### src/rtl/lia_readout_sched_if.sv
// Signal bundle between the lock-in channels, the CPU PIOs and the readout scheduler.
interface lia_readout_sched_if #(
  parameter int N_CH = 8,
  parameter int CH_W = 3,
  parameter int DW   = 16
);
  logic [N_CH*DW-1:0] lia_x_in;
  logic [N_CH*DW-1:0] lia_y_in;
  logic [N_CH-1:0]    lia_valid;
  logic               snap_req;
  logic [CH_W-1:0]    sel_ch;
  logic [DW-1:0]      lia_1_x_export;
  logic [DW-1:0]      lia_1_y_export;
  logic               snap_done;
  logic               snap_timeout;
  logic               busy;
  logic [CH_W-1:0]    cap_ch;
  logic [7:0]         cap_count;

  // Master side: lock-in channels and CPU request bits drive, status is read back.
  modport master (
    output lia_x_in, lia_y_in, lia_valid, snap_req, sel_ch,
    input  lia_1_x_export, lia_1_y_export, snap_done, snap_timeout,
           busy, cap_ch, cap_count
  );

  // Slave side: the scheduler itself.
  modport slave (
    input  lia_x_in, lia_y_in, lia_valid, snap_req, sel_ch,
    output lia_1_x_export, lia_1_y_export, snap_done, snap_timeout,
           busy, cap_ch, cap_count
  );
endinterface

### src/rtl/lia_readout_sched.sv
// Readout scheduler: on a rising snap_req, waits for the selected lock-in
// channel's next strobe and captures a coherent X/Y pair, with timeout guard.
module lia_readout_sched #(
  parameter int N_CH    = 8,
  parameter int CH_W    = 3,
  parameter int DW      = 16,
  parameter int TIMEOUT = 65536
) (
  input  logic               clk_clk,
  input  logic               reset_reset_n,
  lia_readout_sched_if.slave bus
);

  localparam int TW = (TIMEOUT > 1) ? $clog2(TIMEOUT) : 1;

  typedef enum logic [1:0] {IDLE, WAIT, HOLD} state_t;

  state_t          state_q, state_d;
  logic            req_dly_q, req_dly_d;
  logic [TW-1:0]   timer_q, timer_d;
  logic [DW-1:0]   x_q, x_d;
  logic [DW-1:0]   y_q, y_d;
  logic            done_q, done_d;
  logic            timeout_q, timeout_d;
  logic            busy_q, busy_d;
  logic [CH_W-1:0] cap_ch_q, cap_ch_d;
  logic [7:0]      cap_count_q, cap_count_d;

  logic            rise;
  logic            sel_bad;
  logic            hit;

  // Request edge detect, channel range check and the strobe of the latched channel.
  always_comb begin
    rise    = bus.snap_req & ~req_dly_q;
    sel_bad = (32'(bus.sel_ch) >= N_CH);
    hit     = bus.lia_valid[cap_ch_q];
  end

  // State register.
  always_ff @(posedge clk_clk or negedge reset_reset_n) begin
    if (!reset_reset_n) state_q <= IDLE;
    else                state_q <= state_d;
  end

  // Next-state logic; a strobe on the last WAIT cycle still counts as a capture.
  always_comb begin
    state_d = state_q;
    case (state_q)
      IDLE: if (rise) state_d = sel_bad ? HOLD : WAIT;
      WAIT: if (hit || timer_q == '0) state_d = HOLD;
      HOLD: if (!bus.snap_req) state_d = IDLE;
      default: state_d = IDLE;
    endcase
  end

  // Datapath and status next values; everything holds unless the state logic acts.
  always_comb begin
    req_dly_d   = bus.snap_req;
    timer_d     = timer_q;
    x_d         = x_q;
    y_d         = y_q;
    done_d      = done_q;
    timeout_d   = timeout_q;
    cap_ch_d    = cap_ch_q;
    cap_count_d = cap_count_q;
    busy_d      = (state_d == WAIT);
    case (state_q)
      IDLE: begin
        if (rise) begin
          cap_ch_d  = bus.sel_ch;
          done_d    = 1'b0;
          timeout_d = 1'b0;
          timer_d   = TW'(TIMEOUT - 1);
          if (sel_bad) begin
            done_d    = 1'b1;
            timeout_d = 1'b1;
          end
        end
      end
      WAIT: begin
        if (hit) begin
          x_d         = bus.lia_x_in[int'(cap_ch_q)*DW +: DW];
          y_d         = bus.lia_y_in[int'(cap_ch_q)*DW +: DW];
          done_d      = 1'b1;
          cap_count_d = cap_count_q + 8'd1;
        end else if (timer_q == '0) begin
          done_d    = 1'b1;
          timeout_d = 1'b1;
        end else begin
          timer_d = timer_q - 1'b1;
        end
      end
      default: ;
    endcase
  end

  // Datapath and status registers; the request delay resets high so a held request is not an edge.
  always_ff @(posedge clk_clk or negedge reset_reset_n) begin
    if (!reset_reset_n) begin
      req_dly_q   <= 1'b1;
      timer_q     <= '0;
      x_q         <= '0;
      y_q         <= '0;
      done_q      <= 1'b0;
      timeout_q   <= 1'b0;
      busy_q      <= 1'b0;
      cap_ch_q    <= '0;
      cap_count_q <= '0;
    end else begin
      req_dly_q   <= req_dly_d;
      timer_q     <= timer_d;
      x_q         <= x_d;
      y_q         <= y_d;
      done_q      <= done_d;
      timeout_q   <= timeout_d;
      busy_q      <= busy_d;
      cap_ch_q    <= cap_ch_d;
      cap_count_q <= cap_count_d;
    end
  end

  assign bus.lia_1_x_export = x_q;
  assign bus.lia_1_y_export = y_q;
  assign bus.snap_done      = done_q;
  assign bus.snap_timeout   = timeout_q;
  assign bus.busy           = busy_q;
  assign bus.cap_ch         = cap_ch_q;
  assign bus.cap_count      = cap_count_q;

endmodule

### src/flat_wrapper.sv
// flat-port wrapper written by rule: the top's interface ports become plain ports
module lia_readout_sched_flat 
#(
  parameter int N_CH    = 8,
  parameter int CH_W    = 3,
  parameter int DW      = 16,
  parameter int TIMEOUT = 65536
)
  (clk_clk, reset_reset_n, bus_lia_x_in, bus_lia_y_in, bus_lia_valid, bus_snap_req, bus_sel_ch, bus_lia_1_x_export, bus_lia_1_y_export, bus_snap_done, bus_snap_timeout, bus_busy, bus_cap_ch, bus_cap_count);
  lia_readout_sched_if #(.N_CH(N_CH), .CH_W(CH_W), .DW(DW)) bus_i ();
  input  logic clk_clk;
  input  logic reset_reset_n;
  input wire logic [$bits(bus_i.lia_x_in)-1:0] bus_lia_x_in;
  input wire logic [$bits(bus_i.lia_y_in)-1:0] bus_lia_y_in;
  input wire logic [$bits(bus_i.lia_valid)-1:0] bus_lia_valid;
  input wire logic [$bits(bus_i.snap_req)-1:0] bus_snap_req;
  input wire logic [$bits(bus_i.sel_ch)-1:0] bus_sel_ch;
  output wire logic [$bits(bus_i.lia_1_x_export)-1:0] bus_lia_1_x_export;
  output wire logic [$bits(bus_i.lia_1_y_export)-1:0] bus_lia_1_y_export;
  output wire logic [$bits(bus_i.snap_done)-1:0] bus_snap_done;
  output wire logic [$bits(bus_i.snap_timeout)-1:0] bus_snap_timeout;
  output wire logic [$bits(bus_i.busy)-1:0] bus_busy;
  output wire logic [$bits(bus_i.cap_ch)-1:0] bus_cap_ch;
  output wire logic [$bits(bus_i.cap_count)-1:0] bus_cap_count;
  assign bus_i.lia_x_in = bus_lia_x_in;
  assign bus_i.lia_y_in = bus_lia_y_in;
  assign bus_i.lia_valid = bus_lia_valid;
  assign bus_i.snap_req = bus_snap_req;
  assign bus_i.sel_ch = bus_sel_ch;
  assign bus_lia_1_x_export = bus_i.lia_1_x_export;
  assign bus_lia_1_y_export = bus_i.lia_1_y_export;
  assign bus_snap_done = bus_i.snap_done;
  assign bus_snap_timeout = bus_i.snap_timeout;
  assign bus_busy = bus_i.busy;
  assign bus_cap_ch = bus_i.cap_ch;
  assign bus_cap_count = bus_i.cap_count;
  lia_readout_sched #(.N_CH(N_CH), .CH_W(CH_W), .DW(DW), .TIMEOUT(TIMEOUT)) u_core (.clk_clk(clk_clk), .reset_reset_n(reset_reset_n), .bus(bus_i));
endmodule
### config.mk
export PLATFORM = sky130hd
export DESIGN_NAME = lia_readout_sched_flat
export DESIGN_NICKNAME = d
export VERILOG_FILES = /design/src/rtl/lia_readout_sched_if.sv /design/src/rtl/lia_readout_sched.sv /design/src/flat_wrapper.sv
export SDC_FILE = /design/constraint.sdc
export NUM_CORES = 1
export LEC_CHECK = 0
export BUFFER_PORTS_ARGS = -buffer_cell sky130_fd_sc_hd__buf_4
export CAP_MARGIN = 20
export CORE_AREA = 5 5 120 122
export DETAILED_ROUTE_END_ITERATION = 16
export DIE_AREA = 0 0 125 127
export HOLD_SLACK_MARGIN = 0.12
export PLACE_DENSITY = 0.8
export SETUP_SLACK_MARGIN = 0.15
export SYNTH_ARGS = -nofsm -noshare
export SYNTH_HDL_FRONTEND = slang
export SYNTH_SLANG_ARGS = --single-unit
export TNS_END_PERCENT = 10
### constraint.sdc
create_clock -name clk_clk -period 2.4 [get_ports clk_clk]
set_input_delay 0.24 -clock clk_clk [delete_from_list [all_inputs] [get_ports clk_clk]]
set_output_delay 0.24 -clock clk_clk [all_outputs]
set_load 0.02 [all_outputs]
==> reports/results.ini <==
[run_status]
outcome=complete, no violations

[synth]
synthCells=389
yosys_register_bits=65
yosysWarnings=0
synth_top_family_by_area=multiplexers
synth_xor_xnor_area_share_pct=1.31
synth_area_leaders=dfrtp_1 34%, mux4_2 31%, mux2i_1 8.1%, nand2_1 4.1%, o21ai_0 3.9%
yosys.area_share.simple_pct=12.9
synth.avg_cell_area_um2=12.0
synthTopCellsByCount=64 x dfrtp_1, 64 x mux4_2, 51 x nand2_1
synth-compound-area-share_pct=7.25
synth_fa_ha_area_share_pct=0.535
synth_edf_count=0
syn_nets=661
yosysSeqAreaShare_pct=34.8
yosys.area.top_type_share_pct=34.2
synthMuxAreaShare_pct=39.7
synth_area_mm2=0.00468
async_flop_share_pct=100
ys.flop_type=dfrtp_1
synth_largest_area_cell=dfrtp_1
synth_cell_types=47

[power]
swShare_pct=38.5
netSwitchingPower_mw=3.02
comb_power_share_pct=57.6
sequentialPowerShare_pct=23.0
peakVddDrop_mv=0.457
powerDensity_mw_per_mm2=1020
p_int_mw=4.82
cellLeakagePower_nw=3.56
power_frac_clock_pct=19.4

[min_path]
min_path_type=input port to flop

[cts]
clkSinkCount=65
cts_buffers=9
htree_levels=3
cts_root_buffer=clkbuf_16
tritoncts=built
path_clk_slew_ns=0.06
worstSkewPairLatency_ns=0.33
ctsLongestPathBuffers=2

[drt]
antenna_left=0
first_iter_violations=277
wl_per_cell_um=23.8
avgViaCountPerCell=5.46
drt_wl_total_um=21000
vias=4824
drc=0
drt-pass1-iter-count=4

[floorplan]
core_area_mm2=0.0131
initial_core_util_pct=35.8
die_h_um=127
die_x_um=125
dieArea_mm2=0.0159
io_pins=316
rows=42

[placement]
dp_hpwl_um=16900
io_buffer_count=315
place_congestion=0.964

[sta]
final_max_slew_viol_count=0
max_slew.worst_pin.slew_ns=0.844
period_minus_slack_ns=2.17
period_share_pct=90.5
max_freq_mhz=460
whs_ns=0.150
rsz0062_at_grt=yes
finalSetupTns_ns=0
setup_viol=0
slew-limit-headroom_pct=43.7
clock_skew_ns=0.00815
hold_violations=0

[cells_and_area]
area_delta_synth_final_pct=64.4
fin_util_pct=58.8
drive_above_1_share_pct=60.2
fin_nets=971

[grt]
grt_pass1_vias=5236
grt_max_degree=66
grt_pass1_wl_um=30900
grt_remaining_overflow=0
grt_util_all_layers_pct=25.6
antenna_found_initial=5

[critical_path]
cp_num_buf_inv=1
worstSetupEndpointType=flop
cp_common_cell=o31ai_1
cp.required_ns=2.60
slowest_delay_ns=0.47
crit_fanout=14
cp_data_arrival_time_ns=2.37
path_cells=mux2_2, o22ai_1, o31ai_1, buf_4, o31ai_1, or3b_1
cpLargestDelayFamily=compound AO/OA/AOI/OAI gates
crit_path_start_kind=flop
cp_slowest_cell=dfrtp_4
crit_type=flop to flop

[run]
maxCapViolCount=0

## power groups by stage
| stage | clock network, mW | logic [mW] | registers (mW) |
|---|---|---|---|
| final | 1.52 | 4.51 | 1.80 |
| after global routing | 1.60 | 4.87 | 1.84 |
| after CTS | 1.56 | 4.58 | 1.80 |
| after detailed placement | 0 | 4.40 | 1.81 |
| after global placement | 0 | 4.31 | 1.78 |
| after floorplan | 0 | 2.53 | 2.10 |
## cell type report
type | count | area [µm²]
multi-input combinational | 287 | 2910
clock buffer | 11 | 243
timing repair buffer | 332 | 2560
sequential | 65 | 1630
clock inverter | 5 | 103
antenna | 4 | 10.0
tap | 176 | 220
fill | 1141 | 5400
inverter | 4 | 15.0
## cell families after synthesis
group                      count (synthesis)
xor gates and xnor gates                   7
adders and majority gates                  2
DFF                                       65
buffers and inverters                     37
muxes                                    105
and+or+nand+nor                          117
AOI/OAI and AO/OA                         56
## sequential cells by signal, summed over array words and instances (netlist names)
signal	count
u_core.state_q	2
u_core.bus.snap_timeout	1
u_core.bus.busy	1
u_core.req_dly_q	1
u_core.bus.lia_1_x_export	16
u_core.bus.snap_done	1
u_core.bus.lia_1_y_export	16
u_core.timer_q	16
u_core.bus.cap_count	8
u_core.bus.cap_ch	3
## worst paths after layout
kind / startpoint / to / slack, ns / cells after the start
worst max-delay path: u_core.bus.cap_ch[0]$_DFFE_PN0P_ / u_core.timer_q[3]$_DFFE_PN0P_ / 0.23 / 6
worst min-delay path: bus_sel_ch[0] / u_core.bus.cap_ch[0]$_DFFE_PN0P_ / 0.15 / 3
worst max register to register: u_core.bus.cap_ch[0]$_DFFE_PN0P_ / u_core.timer_q[3]$_DFFE_PN0P_ / 0.23 / 6
worst min register to register: u_core.bus.lia_1_y_export[15]$_DFFE_PN0P_ / u_core.bus.lia_1_y_export[15]$_DFFE_PN0P_ / 0.48 / 2
max in group asynchronous: reset_reset_n / u_core.bus.cap_ch[0]$_DFFE_PN0P_ / 1.18 / 2
min in group asynchronous: reset_reset_n / u_core.timer_q[5]$_DFFE_PN0P_ / 0.59 / 2
## repair_timing
item                                    4_1_cts  5_1_grt
endpoints found under the hold margin        65        0
endpoints found under the setup margin        4        5
hold buffers                                  2        0
pin swaps                                     0        0
resized for setup                             2        1
buffers inserted                              0        0
cloned                                        2        0
## cells in the final DEF, fill, tap and decap left out, types with 4 or more instances in the layout
cell       count
nand3_1       11
clkbuf_16      9
mux4_2        64
and4_1         4
nor3_1         4
o21ai_0       36
mux2i_1       38
o31ai_1        6
diode_2        4
inv_1          4
xor2_1         6
buf_4        327
dfrtp_1       61
nand4_1        5
nand2_1       51
or4_1          6
nor2_1        13
nor4_1         4
## stage by stage
step / worst slack, ns / instances / power (mW) / cell area, µm²
floorplan: 0.258 / 389 / 4.62 / 4680
global placement: 0.147 / 860 / 6.09 / 7230
detailed placement: 0.0867 / 860 / 6.21 / 7230
CTS: 0.253 / 880 / 7.94 / 7670
global route: 0.134 / 884 / 8.32 / 7690
finish: 0.227 / 884 / 7.83 / 7690
## routing by layer
metal / track usage (%) / share of wire (%)
met5: 0 / 0.033
met2: 45.6 / 53
met4: 12.5 / 4.2
met1: 30.0 / 36
met3: 4.47 / 6.8
## worst register-to-register path, stage by stage, from the launching register on
cell and delay (ns):
dfrtp_4 0.47, mux2_2 0.35, o22ai_1 0.30, o31ai_1 0.13
buf_4 0.21, o31ai_1 0.23, or3b_1 0.36
No activity file was read; power rests on OpenSTA's default activity.
